### src/rtl/usb_frame_parser.sv
// USB endpoint frame parser: SOF, type byte, little-endian length, payload and optional
// XOR checksum, with inter-byte timeout and error reporting.
//
// state    | meaning
// ---------+------------------------------------------------------------
// ST_IDLE  | waiting for an accepted SOF byte, other bytes ignored
// ST_TYPE  | next accepted byte is the frame type, seeds the checksum
// ST_LEN   | collecting LEN_BYTES length bytes, LSB first
// ST_PLD   | forwarding payload bytes until the length is reached
// ST_CHK   | comparing the trailing checksum byte against the accumulator

module usb_frame_parser #(
   parameter logic [3:0] EP_A      = 4'd1,
   parameter logic [3:0] EP_B      = 4'd2,
   parameter logic [7:0] SOF       = 8'h02,
   parameter int         LEN_BYTES = 4,
   parameter int         MAX_LEN   = 65536,
   parameter bit         CHK_EN    = 1'b1,
   parameter int         TIMEOUT   = 4096
) (
   input  logic                   i_usb_user_clk,
   input  logic                   i_rst,
   input  logic [3:0]             i_endpt_sel,
   input  logic                   i_usb_rxact,
   input  logic                   i_usb_rxval,
   input  logic [7:0]             i_usb_rxdat,
   input  logic                   i_os_type,
   output logic [7:0]             o_type,
   output logic [8*LEN_BYTES-1:0] o_len,
   output logic                   o_hdr_vld,
   output logic [7:0]             o_pld_dat,
   output logic                   o_pld_vld,
   output logic                   o_pld_last,
   output logic                   o_frm_ok,
   output logic                   o_frm_err,
   output logic [1:0]             o_err_code,
   output logic [15:0]            o_err_cnt
);

   localparam int          LEN_W     = 8 * LEN_BYTES;
   localparam int          TMO_W     = $clog2(TIMEOUT + 1);
   localparam logic [TMO_W-1:0] TMO_LOAD = TMO_W'(TIMEOUT - 1);
   localparam logic [32:0] MAX_LEN_W = 33'(MAX_LEN);
   localparam logic [1:0]  LEN_LAST  = 2'(LEN_BYTES - 1);

   typedef enum logic [2:0] {
      ST_IDLE,
      ST_TYPE,
      ST_LEN,
      ST_PLD,
      ST_CHK
   } state_t;

   state_t            state, state_nxt;

   logic              s1_act, s1_val, s2_act, s2_val;
   logic [3:0]        s1_ep, s2_ep;
   logic [7:0]        s1_dat, s2_dat;
   logic              accept;

   logic [7:0]        acc, acc_nxt;
   logic [31:0]       len_acc, len_acc_nxt, len_full;
   logic [1:0]        len_idx, len_idx_nxt;
   logic [31:0]       len_tot, len_tot_nxt;
   logic [31:0]       pld_cnt, pld_cnt_nxt, pld_cnt_inc;
   logic [TMO_W-1:0]  tmo_cnt, tmo_nxt;
   logic              tmo_hit;
   logic              too_big;

   logic [7:0]        type_nxt, pld_dat_nxt;
   logic [LEN_W-1:0]  len_out_nxt;
   logic              hdr_nxt, pld_vld_nxt, pld_last_nxt, ok_nxt, err_nxt;
   logic [1:0]        err_code_nxt, err_val;
   logic [15:0]       err_cnt_nxt;
   logic              err_set;

   // two-stage input pipeline; the FSM only ever sees stage 2
   always_ff @(posedge i_usb_user_clk) begin
      if (i_rst) begin
         s1_act <= 1'b0;
         s1_val <= 1'b0;
         s1_ep  <= '0;
         s1_dat <= '0;
         s2_act <= 1'b0;
         s2_val <= 1'b0;
         s2_ep  <= '0;
         s2_dat <= '0;
      end else begin
         s1_act <= i_usb_rxact;
         s1_val <= i_usb_rxval;
         s1_ep  <= i_endpt_sel;
         s1_dat <= i_usb_rxdat;
         s2_act <= s1_act;
         s2_val <= s1_val;
         s2_ep  <= s1_ep;
         s2_dat <= s1_dat;
      end
   end

   assign accept      = s2_act && s2_val && (s2_ep == (i_os_type ? EP_B : EP_A));
   assign pld_cnt_inc = pld_cnt + 32'd1;
   assign too_big     = {1'b0, len_full} > MAX_LEN_W;

   always_comb begin
      len_full = len_acc;
      len_full[{len_idx, 3'b000} +: 8] = s2_dat;
   end

   always_ff @(posedge i_usb_user_clk) begin
      if (i_rst) begin
         state      <= ST_IDLE;
         acc        <= '0;
         len_acc    <= '0;
         len_idx    <= '0;
         len_tot    <= '0;
         pld_cnt    <= '0;
         tmo_cnt    <= '0;
         o_type     <= '0;
         o_len      <= '0;
         o_hdr_vld  <= 1'b0;
         o_pld_dat  <= '0;
         o_pld_vld  <= 1'b0;
         o_pld_last <= 1'b0;
         o_frm_ok   <= 1'b0;
         o_frm_err  <= 1'b0;
         o_err_code <= '0;
         o_err_cnt  <= '0;
      end else begin
         state      <= state_nxt;
         acc        <= acc_nxt;
         len_acc    <= len_acc_nxt;
         len_idx    <= len_idx_nxt;
         len_tot    <= len_tot_nxt;
         pld_cnt    <= pld_cnt_nxt;
         tmo_cnt    <= tmo_nxt;
         o_type     <= type_nxt;
         o_len      <= len_out_nxt;
         o_hdr_vld  <= hdr_nxt;
         o_pld_dat  <= pld_dat_nxt;
         o_pld_vld  <= pld_vld_nxt;
         o_pld_last <= pld_last_nxt;
         o_frm_ok   <= ok_nxt;
         o_frm_err  <= err_nxt;
         o_err_code <= err_code_nxt;
         o_err_cnt  <= err_cnt_nxt;
      end
   end

   always_comb begin
      state_nxt    = state;
      acc_nxt      = acc;
      len_acc_nxt  = len_acc;
      len_idx_nxt  = len_idx;
      len_tot_nxt  = len_tot;
      pld_cnt_nxt  = pld_cnt;
      type_nxt     = o_type;
      len_out_nxt  = o_len;
      pld_dat_nxt  = o_pld_dat;
      hdr_nxt      = 1'b0;
      pld_vld_nxt  = 1'b0;
      pld_last_nxt = 1'b0;
      ok_nxt       = 1'b0;
      err_nxt      = 1'b0;
      err_code_nxt = o_err_code;
      err_cnt_nxt  = o_err_cnt;
      err_set      = 1'b0;
      err_val      = 2'd0;
      tmo_hit      = 1'b0;

      // down-counter reloaded by every accepted byte; a byte in the expiry cycle wins
      if (state == ST_IDLE || accept) begin
         tmo_nxt = TMO_LOAD;
      end else if (tmo_cnt == '0) begin
         tmo_nxt = tmo_cnt;
         tmo_hit = 1'b1;
      end else begin
         tmo_nxt = tmo_cnt - 1'b1;
      end

      case (state)
         ST_IDLE: begin
            if (accept && s2_dat == SOF) state_nxt = ST_TYPE;
         end
         ST_TYPE: begin
            if (accept) begin
               type_nxt    = s2_dat;
               acc_nxt     = s2_dat;
               len_acc_nxt = '0;
               len_idx_nxt = '0;
               state_nxt   = ST_LEN;
            end
         end
         ST_LEN: begin
            if (accept) begin
               acc_nxt     = acc ^ s2_dat;
               len_acc_nxt = len_full;
               if (len_idx == LEN_LAST) begin
                  if (too_big) begin
                     err_set   = 1'b1;
                     err_val   = 2'd1;
                     state_nxt = ST_IDLE;
                  end else begin
                     len_out_nxt = len_full[LEN_W-1:0];
                     len_tot_nxt = len_full;
                     pld_cnt_nxt = '0;
                     hdr_nxt     = 1'b1;
                     if (len_full != '0) begin
                        state_nxt = ST_PLD;
                     end else if (CHK_EN) begin
                        state_nxt = ST_CHK;
                     end else begin
                        ok_nxt    = 1'b1;
                        state_nxt = ST_IDLE;
                     end
                  end
               end else begin
                  len_idx_nxt = len_idx + 2'd1;
               end
            end
         end
         ST_PLD: begin
            if (accept) begin
               acc_nxt     = acc ^ s2_dat;
               pld_dat_nxt = s2_dat;
               pld_vld_nxt = 1'b1;
               pld_cnt_nxt = pld_cnt_inc;
               if (pld_cnt_inc == len_tot) begin
                  pld_last_nxt = 1'b1;
                  if (CHK_EN) begin
                     state_nxt = ST_CHK;
                  end else begin
                     ok_nxt    = 1'b1;
                     state_nxt = ST_IDLE;
                  end
               end
            end
         end
         ST_CHK: begin
            if (accept) begin
               if (s2_dat == acc) begin
                  ok_nxt = 1'b1;
               end else begin
                  err_set = 1'b1;
                  err_val = 2'd3;
               end
               state_nxt = ST_IDLE;
            end
         end
         default: state_nxt = ST_IDLE;
      endcase

      if (tmo_hit) begin
         err_set   = 1'b1;
         err_val   = 2'd2;
         state_nxt = ST_IDLE;
      end

      if (err_set) begin
         err_nxt      = 1'b1;
         err_code_nxt = err_val;
         if (o_err_cnt != 16'hFFFF) err_cnt_nxt = o_err_cnt + 16'd1;
      end
   end

endmodule

### config.mk
export PLATFORM = sky130hd
export DESIGN_NAME = usb_frame_parser
export DESIGN_NICKNAME = d
export VERILOG_FILES = /design/src/rtl/usb_frame_parser.sv
export SDC_FILE = /design/constraint.sdc
export NUM_CORES = 1
export LEC_CHECK = 0
export CAP_MARGIN = 20
export CORE_MARGIN = 1
export CORE_UTILIZATION = 25
export DETAILED_ROUTE_END_ITERATION = 8
export DONT_BUFFER_PORTS = 1
export GPL_ROUTABILITY_DRIVEN = 0
export PLACE_DENSITY = 0.51
export SKIP_LAST_GASP = 1
export SLEW_MARGIN = 20
export SYNTH_ARGS = -nofsm -noshare
export SYNTH_HDL_FRONTEND = slang
export SYNTH_SLANG_ARGS = --single-unit
### constraint.sdc
create_clock -name i_usb_user_clk -period 2.7 [get_ports i_usb_user_clk]
set_clock_uncertainty 0.1 [all_clocks]
set_input_delay 0.54 -clock i_usb_user_clk [delete_from_list [all_inputs] [get_ports i_usb_user_clk]]
set_output_delay 0.54 -clock i_usb_user_clk [all_outputs]
set_load 0.005 [all_outputs]
== Word level (Yosys, flattened, before mapping) ==
Cells that the tools add are included.

* Magnitude comparators: 1
* Shift-type cells: 2
* Muxes and demuxes: 50
* Eq/ne operators: 21
* Add/subtract/negate cells: 5
* Bitwise logic cells: 7
* Reduce and logical (&&, ||, !) cells: 26

{| class="wikitable"
|+ Operator list
! operator !! count
|-
| $mux 32 || 6
|-
| $pmux 32 s2 || 2
|-
| $add 32x1->32 const B || 1
|-
| $bwmux 32 || 1
|-
| $eq 32x32->1 || 1
|-
| $gt 32x17->1 const B || 1
|-
| $reduce_bool 32->1 || 1
|-
| $shift 8x7->32 const A || 1
|-
| $shiftx 8x7->32 || 1
|-
| $mux 3 || 9
|-
| $mux 12 || 2
|-
| $ne 2x2->1 const B || 9
|-
| $add 16x1->16 const B || 1
|-
| $mux 1 || 16
|-
| $mux 8 || 2
|-
| $ne 16x16->1 const B || 1
|-
| $pmux 8 s2 || 1
|-
| $pmux 3 s5 || 1
|-
| $mux 2 || 7
|-
| $logic_not 13->1 || 1
|-
| $sub 13x1->13 const B || 1
|-
| $eq 8x2->1 const B || 1
|-
| $eq 8x8->1 || 1
|-
| $pmux 2 s2 || 2
|-
| other kinds (23) || 42
|}

* Logic and storage cells: 137
* Flip-flop bits (word level): 189
* Bits of input ports: 17

== Logic depth before layout (Yosys ltp) ==
Gate-level depths: netlist of the first run.

* Depth after elaboration: 10
* Mapped depth: 12
* Mapped depth without buffers: 10

== Worst setup path before layout of the first run ==
Ideal clock, no wire load.

* Kind: register -> register
* From: register len_idx[0]
* To: register o_err_cnt[9]
* Stages on the path, launching flop included: 12
* Slack: -0.309 ns
* Buffers on the path: 1
* Clock period less this slack: 3.009 ns
* Arrival: 2.781 ns
* Required time: 2.472 ns
* Library setup time: 0.128 ns
* Path through: dfxtp_1 inv_1 ha_1 and4bb_2 buf_2 nor2_1 o211ai_1 a211o_1 a31oi_4 or4_1 xor2_1 nor2_1

* Word-level cells in the longest chain between the ends: 10

{| class="wikitable"
|+ Ends and longest elaborated chain
! what !! RTL line !! source
|-
| start: declaration || 63 || <nowiki>logic [1:0] len_idx, len_idx_nxt;</nowiki>
|-
| start signal: assignment || 132 || <nowiki>len_idx <= len_idx_nxt;</nowiki>
|-
| $neg 5->7 || 106 || <nowiki>len_full[{len_idx, 3'b000} +: 8] = s2_dat;</nowiki>
|-
| $shiftx 8x7->32 / $shift 8x7->32 (equally long branches) || 106 ||
|-
| $bwmux 32 || 106 ||
|-
| $gt 32x17->1 || 102 || <nowiki>assign too_big = {1'b0, len_full} > MAX_LEN_W;</nowiki>
|-
| $mux 1 || 198 || <nowiki>if (too_big) begin</nowiki>
|-
| $mux 1 (*) || 197 || <nowiki>if (len_idx == LEN_LAST) begin</nowiki>
|-
| $mux 1 (*) || 194 || <nowiki>if (accept) begin</nowiki>
|-
| $pmux 1 s2 (*) || 180 || <nowiki>case (state)</nowiki>
|-
| $mux 1 (*) || 252 || <nowiki>if (tmo_hit) begin</nowiki>
|-
| $reduce_and 2->1 (no line) (*) || -- ||
|-
| end signal: assignment || 145 || <nowiki>o_err_cnt <= err_cnt_nxt;</nowiki>
|-
| end: declaration || 37 || <nowiki>output logic [15:0] o_err_cnt</nowiki>
|}

Every way passes the cells marked *; elsewhere a longest branch is shown, timed or not.
A chain may end at the register's enable or synchronous reset.

== Worst setup path after layout of the first run ==
* From: register tmo_cnt[4]
* To: register o_err_cnt[9]

* Word-level cells in the longest chain between the ends: 5

{| class="wikitable"
|+ Ends and longest elaborated chain
! what !! RTL line !! source
|-
| start: declaration || 66 || <nowiki>logic [TMO_W-1:0] tmo_cnt, tmo_nxt;</nowiki>
|-
| start signal: assignment || 135 || <nowiki>tmo_cnt <= tmo_nxt;</nowiki>
|-
| $logic_not 13->1 || 173 || <nowiki>end else if (tmo_cnt == '0) begin</nowiki>
|-
| $mux 1 || 173 ||
|-
| $mux 1 || 171 || <nowiki>if (state == ST_IDLE || accept) begin</nowiki>
|-
| $mux 1 || 252 ||
|-
| $reduce_and 2->1 (no line) || -- ||
|}

Every way passes these cells.

==> summary.md, run 1 <==
| Metric | Value |
|---|---|
| Total CTS buffers | 17 |
| # setup viols final | 2 |
| Worst VDD drop | 428 µV |
| Flops & latches, synth | 189 |
| Nets | 1269 |
| Fin. Hold Viols | 0 |
| Die area | 0.0369 mm² |
| Worst Path Max Fanout | 5 |
| RSZ-0062 raised after global routing | yes |
| Io pins | 88 |
| CORE AREA | 0.0356 mm² |
| Worst EP arrival | 2960 ps |
| Fin crit share | 101% |
| DP Wirelength | 20100 µm |
| Htree depth | 4 |
| R2R Setup Slk | -30 ps |
| Clock-pin transition on the worst setup and hold timing paths | 70 ps |
| Syn avg cell area | 8.26 µm² |
| Clock buffer depth | 2 |
| Initial cell density of the core | 25.4% |
| First-pass GRT wire length | 43400 µm |
| Outcome | complete, but fails checks |
| CTS Sinks | 189 |
| Overall power | 0.00568 W |
| Setup crit start kind | flop |
| WP buf/inv | 0 |
| Leading register cell type out of synthesis | dfxtp_1 |
| CTS hold repair buffers | 0 |
| Final worst slack | -32.9 ps |
| Required time of the critical path | 2920 ps |
| Most common cell after layout, fill and taps aside | buf_4 |
| CTS tree | built |
| Crit. path cell count | 8 |
| Failing checks | setup timing |
| Max Cap Viol | 0 |
| Hold Crit Class | in -> reg |
| R2R Path Start | tmo_cnt[4] |
| FF-to-FF path depth | 8 |
| Syn_nets | 1119 |
| Worst Setup SP | tmo_cnt[4] |
| Share of flip-flops with an asynchronous set or reset | 0% |
| CP cell instances | or4_4, or4_4, nor3_4, a21o_2, a31oi_4, or4_4, xor2_1, nor2_1 |
| Cell Area, Synth | 0.00904 mm² |
| Overall routing resource usage | 15.3% |
| Tmin final | 2730 ps |
| Largest delay share family, worst path | simple AND/OR/NAND/NOR gates |
| ANT nets after route | 0 |
| Vias per cell | 4.84 |
| Layout cell share with drive strength beyond 1 | 26.6% |
| Fin cells | 1716 |
| Slowest stage cell, crit path | or4_4 |
| Drt pass-1 iters | 5 |
| Vias in the first global route | 7752 |
| Synth Instances | 1094 |
| Port Buffers | 0 |
| Post-synthesis sequential area ratio | 41.8% |
| Overflow after GRT | 0 |
| Pin count of the biggest net entering global routing | 159 |
| Clk root buf | clkbuf_16 |
| Most frequent cells in the layout | 176 x buf_4, 175 x dfxtp_1, 145 x nor2_1, 100 x a21oi_1, 88 x nand2_1 |
| Clk_lat worst skew | 440 ps |
| Initial drt markers | 544 |
| Slew Limit Fails | 0 |
| Synthesis-to-finish area growth | 33.6% |
| F_max | 0.366 GHz |
| CP peak stage delay | 570 ps |
| Most frequent CP cell | or4_4 |
| LEAKAGE | 4.61 nW |
| EDFF count, synth | 0 |
| PwrDens | 470 mW/mm² |
| Critical path class | reg -> reg |
| Die width | 192 µm |
| Synth warnings | 0 |
| Num rows | 69 |
| WL/cell | 16.4 µm |
| Die height | 192 µm |
| Slew of the pin with the lowest slew margin | 583 ps |
| Number of library cell types mapped by synthesis | 75 |
| Ant. Diodes | 0 |
| Worst setup path endpoint | o_err_cnt[9] |
| Endpoint type of the worst setup path | flop |
| Initial antenna violation count | 0 |
| Placed cells | 1659 |
| Worst reg2reg endpoint | o_err_cnt[9] |
| Vias | 8298 |
| Final wirelength | 28200 µm |
| Slew HR | 60.6% |
| Drt drc | 0 |
layout make-up:
cell class                 instances  area [µm²]
sequential                       189        3810
tap                              461         577
clock buffer                      18         429
timing repair buffer             197        1610
fill                            3695       23500
inverter                          11        43.8
multi-input combinational        828        5420
clock inverter                    12         186
worst reg2reg max path: stages, from the launching register on:
cell and delay [ps]:
dfxtp_1 330, or4_4 550, or4_4 450, nor3_4 150
a21o_2 210, a31oi_4 80, or4_4 570, xor2_1 140
nor2_1 50
state kept, by name, summed over array words and instances (netlist names), 3 cells and up:
signal / count
state: 3
s2_ep: 4
acc: 8
o_pld_dat: 8
s1_ep: 4
o_err_cnt: 16
o_type: 8
s1_dat: 8
tmo_cnt: 13
len_acc: 32
pld_cnt: 32
len_tot: 32
s2_dat: 8
kinds of logic after synthesis:
group / synth area share [%]
AOI/OAI and AO/OA: 17.0
buffers and inverters: 3.52
muxes: 1.47
and+or+nand+nor: 28.0
adders and majority gates: 1.11
DFF: 41.8
xor gates and xnor gates: 7.07
through the flow:
stage          worst slack (ps)  setup TNS [ps]  hold WS (ps)  cell area, µm²  util, %
2_1_floorplan             -99.8            -717           314            9100        -
3_3_place_gp               -299           -4840           325           10700     30.1
3_5_place_dp               -243          -10070           324           10700     30.1
4_1_cts                   -63.1            -180          60.5           11600     32.6
5_1_grt                    -128           -2210          45.6           12100     34.0
6_report                  -32.9           -61.1          67.3           12100     34.0
power breakdown:
part	leakage [nW]	internal [W]	switching [W]
sequential	1.54	0.00281	0.0000175
clock	0.283	0.00155	0.00116
combinational	2.78	0.0000650	0.0000715
timing repair:
| item | 4_1_cts | 5_1_grt |
|---|---|---|
| cloned | 0 | 3 |
| endpoints found under the hold margin | 0 | 0 |
| pin swaps | 23 | 33 |
| setup buffers | 17 | 9 |
| gates resized for setup | 43 | 77 |
| setup endpoints to repair | 78 | 84 |
worst min path at each step:
stage | from | endpoint | slack (ps) | cells past startpoint
final | i_rst | pld_cnt[16] | 70 | 1
after global routing | i_rst | pld_cnt[16] | 50 | 1
after CTS | i_rst | pld_cnt[18] | 60 | 1
after detailed placement | s1_ep[0] | s2_ep[0] | 320 | 1
after global placement | s1_dat[2] | s2_dat[2] | 330 | 1
after floorplan | s1_act | s2_act | 310 | 1
cell usage after synthesis (3+ instances only):
| library cell | instances | share of area, % |
|---|---|---|
| nor4_1 | 16 | 1.1 |
| nor2_1 | 151 | 6.3 |
| nand2_1 | 90 | 3.7 |
| a21oi_1 | 103 | 5.7 |
| nand3_1 | 32 | 1.8 |
| and2_0 | 3 | 0.21 |
| o21ai_0 | 50 | 2.8 |
| and4_1 | 8 | 0.78 |
| xnor2_1 | 46 | 4.5 |
| mux2i_1 | 11 | 1.2 |
| a211oi_1 | 21 | 1.7 |
| o41ai_1 | 3 | 0.29 |
| nand3b_1 | 5 | 0.42 |
| or3_1 | 10 | 0.69 |
| nor4_2 | 3 | 0.42 |
| dfxtp_1 | 189 | 42 |
| nor4bb_1 | 3 | 0.33 |
| inv_1 | 11 | 0.46 |
| and2_1 | 17 | 1.2 |
| xor2_1 | 27 | 2.6 |
| a31oi_1 | 17 | 1.2 |
| o31ai_1 | 3 | 0.25 |
| a22oi_1 | 19 | 1.6 |
| nor4b_1 | 3 | 0.29 |
| a311oi_1 | 3 | 0.29 |
| buf_4 | 3 | 0.25 |
| nor2b_1 | 51 | 3.5 |
| nand2b_1 | 6 | 0.42 |
| nand4_1 | 15 | 1.0 |
| or4_4 | 3 | 0.37 |
| o21a_1 | 3 | 0.25 |
| clkbuf_1 | 47 | 2.0 |
| nor3_1 | 26 | 1.4 |
| nor3b_1 | 3 | 0.25 |
| a21o_1 | 4 | 0.33 |
| or2_2 | 8 | 0.55 |
| ha_1 | 8 | 1.1 |
| buf_2 | 14 | 0.78 |
| or4_1 | 8 | 0.66 |
| and3_1 | 9 | 0.62 |
metal layers:
metal	wire (µm)	vias to the layer above	global-route usage, %
met4	469	0	4.82
li1	-	4161	-
met5	0	-	0
met3	1800	32	4.53
met1	12800	3937	19.6
met2	13100	168	24.3
No activity file was read; power rests on OpenSTA's default activity.
==> inputs of run 2 (changes only) <==
--- a/config.mk
+++ b/config.mk
@@ -7,12 +7,12 @@
 export LEC_CHECK = 0
 export CAP_MARGIN = 20
 export CORE_MARGIN = 1
-export CORE_UTILIZATION = 25
+export CORE_UTILIZATION = 40
 export DETAILED_ROUTE_END_ITERATION = 8
 export DONT_BUFFER_PORTS = 1
 export GPL_ROUTABILITY_DRIVEN = 0
-export PLACE_DENSITY = 0.51
-export SKIP_LAST_GASP = 1
+export PLACE_DENSITY = 0.67
+export SKIP_CTS_REPAIR_TIMING = 1
 export SLEW_MARGIN = 20
 export SYNTH_ARGS = -nofsm -noshare
 export SYNTH_HDL_FRONTEND = slang
==> run 2 against run 1 <==
  * The run ends with DRC, setup timing left
  * Register-to-register slack worse by 240 ps
  * Sequential power hardly changed
  * Setup slack got worse by 240 ps
==> summary.md, run 2 (synthesis results as in run 1) <==
| Metric | Value |
|---|---|
| Drt pass-1 iters | 9 (was 5) |
| CORE AREA | 0.0220 mm² (was 0.0356 mm²) |
| Layout cell share with drive strength beyond 1 | 25.3% (was 26.6%) |
| Placed cells | 1464 (was 1659) |
| Num rows | 54 (was 69) |
| Vias per cell | 5.57 (was 4.84) |
| Top Registers | len_acc (32), len_tot (32), pld_cnt (32) (unchanged) |
| Required time of the critical path | 2970 ps (was 2920 ps) |
| Setup crit start kind | flop (unchanged) |
| Overflow after GRT | 0 (unchanged) |
| # setup viols final | 42 (was 2) |
| Clk root buf | clkbuf_16 (unchanged) |
| Ant. Diodes | 0 (unchanged) |
| R2R Setup Slk | -270 ps (was -30 ps) |
| Clk_lat worst skew | 440 ps (about the same) |
| Pin count of the biggest net entering global routing | 159 (unchanged) |
| Total CTS buffers | 17 (unchanged) |
| Worst VDD drop | 541 µV (was 428 µV) |
| Clock buffer depth | 2 (unchanged) |
| WL/cell | 17.3 µm (was 16.4 µm) |
| Slew Limit Fails | 0 (unchanged) |
| Io pins | 88 (unchanged) |
| DP Wirelength | 17500 µm (was 20100 µm) |
| Htree depth | 4 (unchanged) |
| F_max | 0.337 GHz (was 0.366 GHz) |
| Hold Crit Class | in -> reg (unchanged) |
| Final wirelength | 26100 µm (was 28200 µm) |
| Fin crit share | 110% (was 101%) |
| Failing checks | DRC, setup timing (was setup timing) |
| Drt drc | 4 (was 0) |
| Overall routing resource usage | 21.3% (was 15.3%) |
| LEAKAGE | 4.48 nW (was 4.61 nW) |
| Vias | 8422 (was 8298) |
| Outcome | complete, but fails checks (unchanged) |
| Area occupied by multi-input gates | 0.00540 mm² (was 0.00542 mm²) |
| Initial antenna violation count | 0 (unchanged) |
| Vias in the first global route | 7571 (was 7752) |
| Fin. Hold Viols | 0 (unchanged) |
| Filler Cells Inserted | 1995 (was 3695) |
| Die area | 0.0232 mm² (was 0.0369 mm²) |
| Die height | 152 µm (was 192 µm) |
| Final worst slack | -271 ps (was -32.9 ps) |
| Die width | 152 µm (was 192 µm) |
| Initial drt markers | 620 (was 544) |
| RSZ-0062 raised after global routing | yes (unchanged) |
| Port Buffers | 0 (unchanged) |
| Slew of the pin with the lowest slew margin | 585 ps (was 583 ps) |
| First-pass GRT wire length | 39500 µm (was 43400 µm) |
| Nets | 1243 (was 1269) |
| ANT nets after route | 0 (unchanged) |
| CTS Sinks | 189 (unchanged) |
| Endpoint type of the worst setup path | flop (unchanged) |
| Pre-CTS setup slack | -200 ps (was -243 ps) |
| Clock-pin transition on the worst setup and hold timing paths | 80 ps (was 70 ps) |
| CTS tree | built (unchanged) |
| Synthesis-to-finish area growth | 30.0% (was 33.6%) |
| Most frequent cells in the layout | 182 x dfxtp_1, 144 x buf_4, 139 x nor2_1, 97 x a21oi_1, 89 x nand2_1 (was 176 x buf_4, 175 x dfxtp_1, 145 x nor2_1, 100 x a21oi_1, 88 x nand2_1) |
| Critical path class | reg -> reg (unchanged) |
| Max Cap Viol | 0 (unchanged) |
| Register Area | 0.00379 mm² (was 0.00381 mm²) |
| Initial cell density of the core | 41.0% (was 25.4%) |
| Tmin final | 2970 ps (was 2730 ps) |
| Worst Path Max Fanout | 4 (was 5) |
| Fin cells | 1511 (was 1716) |
| PwrDens | 487 mW/mm² (was 470 mW/mm²) |
| Most common cell after layout, fill and taps aside | dfxtp_1 (was buf_4) |
| Worst EP arrival | 3250 ps (was 2960 ps) |
| Slew HR | 60.5% (was 60.6%) |
## run 2: report_power, final
part	total, W	internal [W]	switching [W]
Sequential	0.00283	0.00281	0.0000157
Combinational	0.000144	0.0000674	0.0000771
Clock	0.00275	0.00145	0.00130
## run 2: critical path, cell delays in order (launching register included)
cell and delay (ps):
dfxtp_2 360, nand4_1 240, buf_4 220, or3_4 380
o31ai_4 210, nand2_1 70, or3b_1 370, or3_1 320
or4_4 510, a21oi_2 120
## run 2: area by class of cell
cell class | count | area share [%]
clock buffers | 17 | 3.62
clock inverters | 15 | 2.02
inverters | 11 | 0.394
multi-input cells | 828 | 46.0
flip-flops and latches | 189 | 32.3
well taps | 280 | 2.98
repair buffers | 171 | 12.7
## run 2: worst paths after layout
kind                                endpoint  depth (start not counted)        from
worst max register to register      state[2]                          9  pld_cnt[0]
worst min register to register      s2_ep[2]                          1    s1_ep[2]
worst max-delay path                state[2]                          9  pld_cnt[0]
worst min-delay path            o_pld_dat[3]                          1       i_rst
## run 2: per-layer routing
metal / vias up / GRT usage [%] / wire length (µm)
li1: 4091 / - / -
met1: 4011 / 26.7 / 11400
met2: 280 / 36.7 / 12900
met3: 40 / 4.52 / 1470
met4: 0 / 6.22 / 415
met5: - / 0 / 0
## run 2: through the flow
step                      setup TNS (ps)  cell area [µm²]  hold WS, ps  total power, W  utilization, %
after floorplan                     -717             9100          314         0.00299               -
after global placement             -5380            10400          321         0.00302            47.1
after detailed placement           -9030            10400          323         0.00302            47.1
after CTS                         -11520            11000         60.9         0.00574            50.1
after global routing               -8020            11800         64.5         0.00589            53.4
final                              -4050            11800         79.4         0.00572            53.4
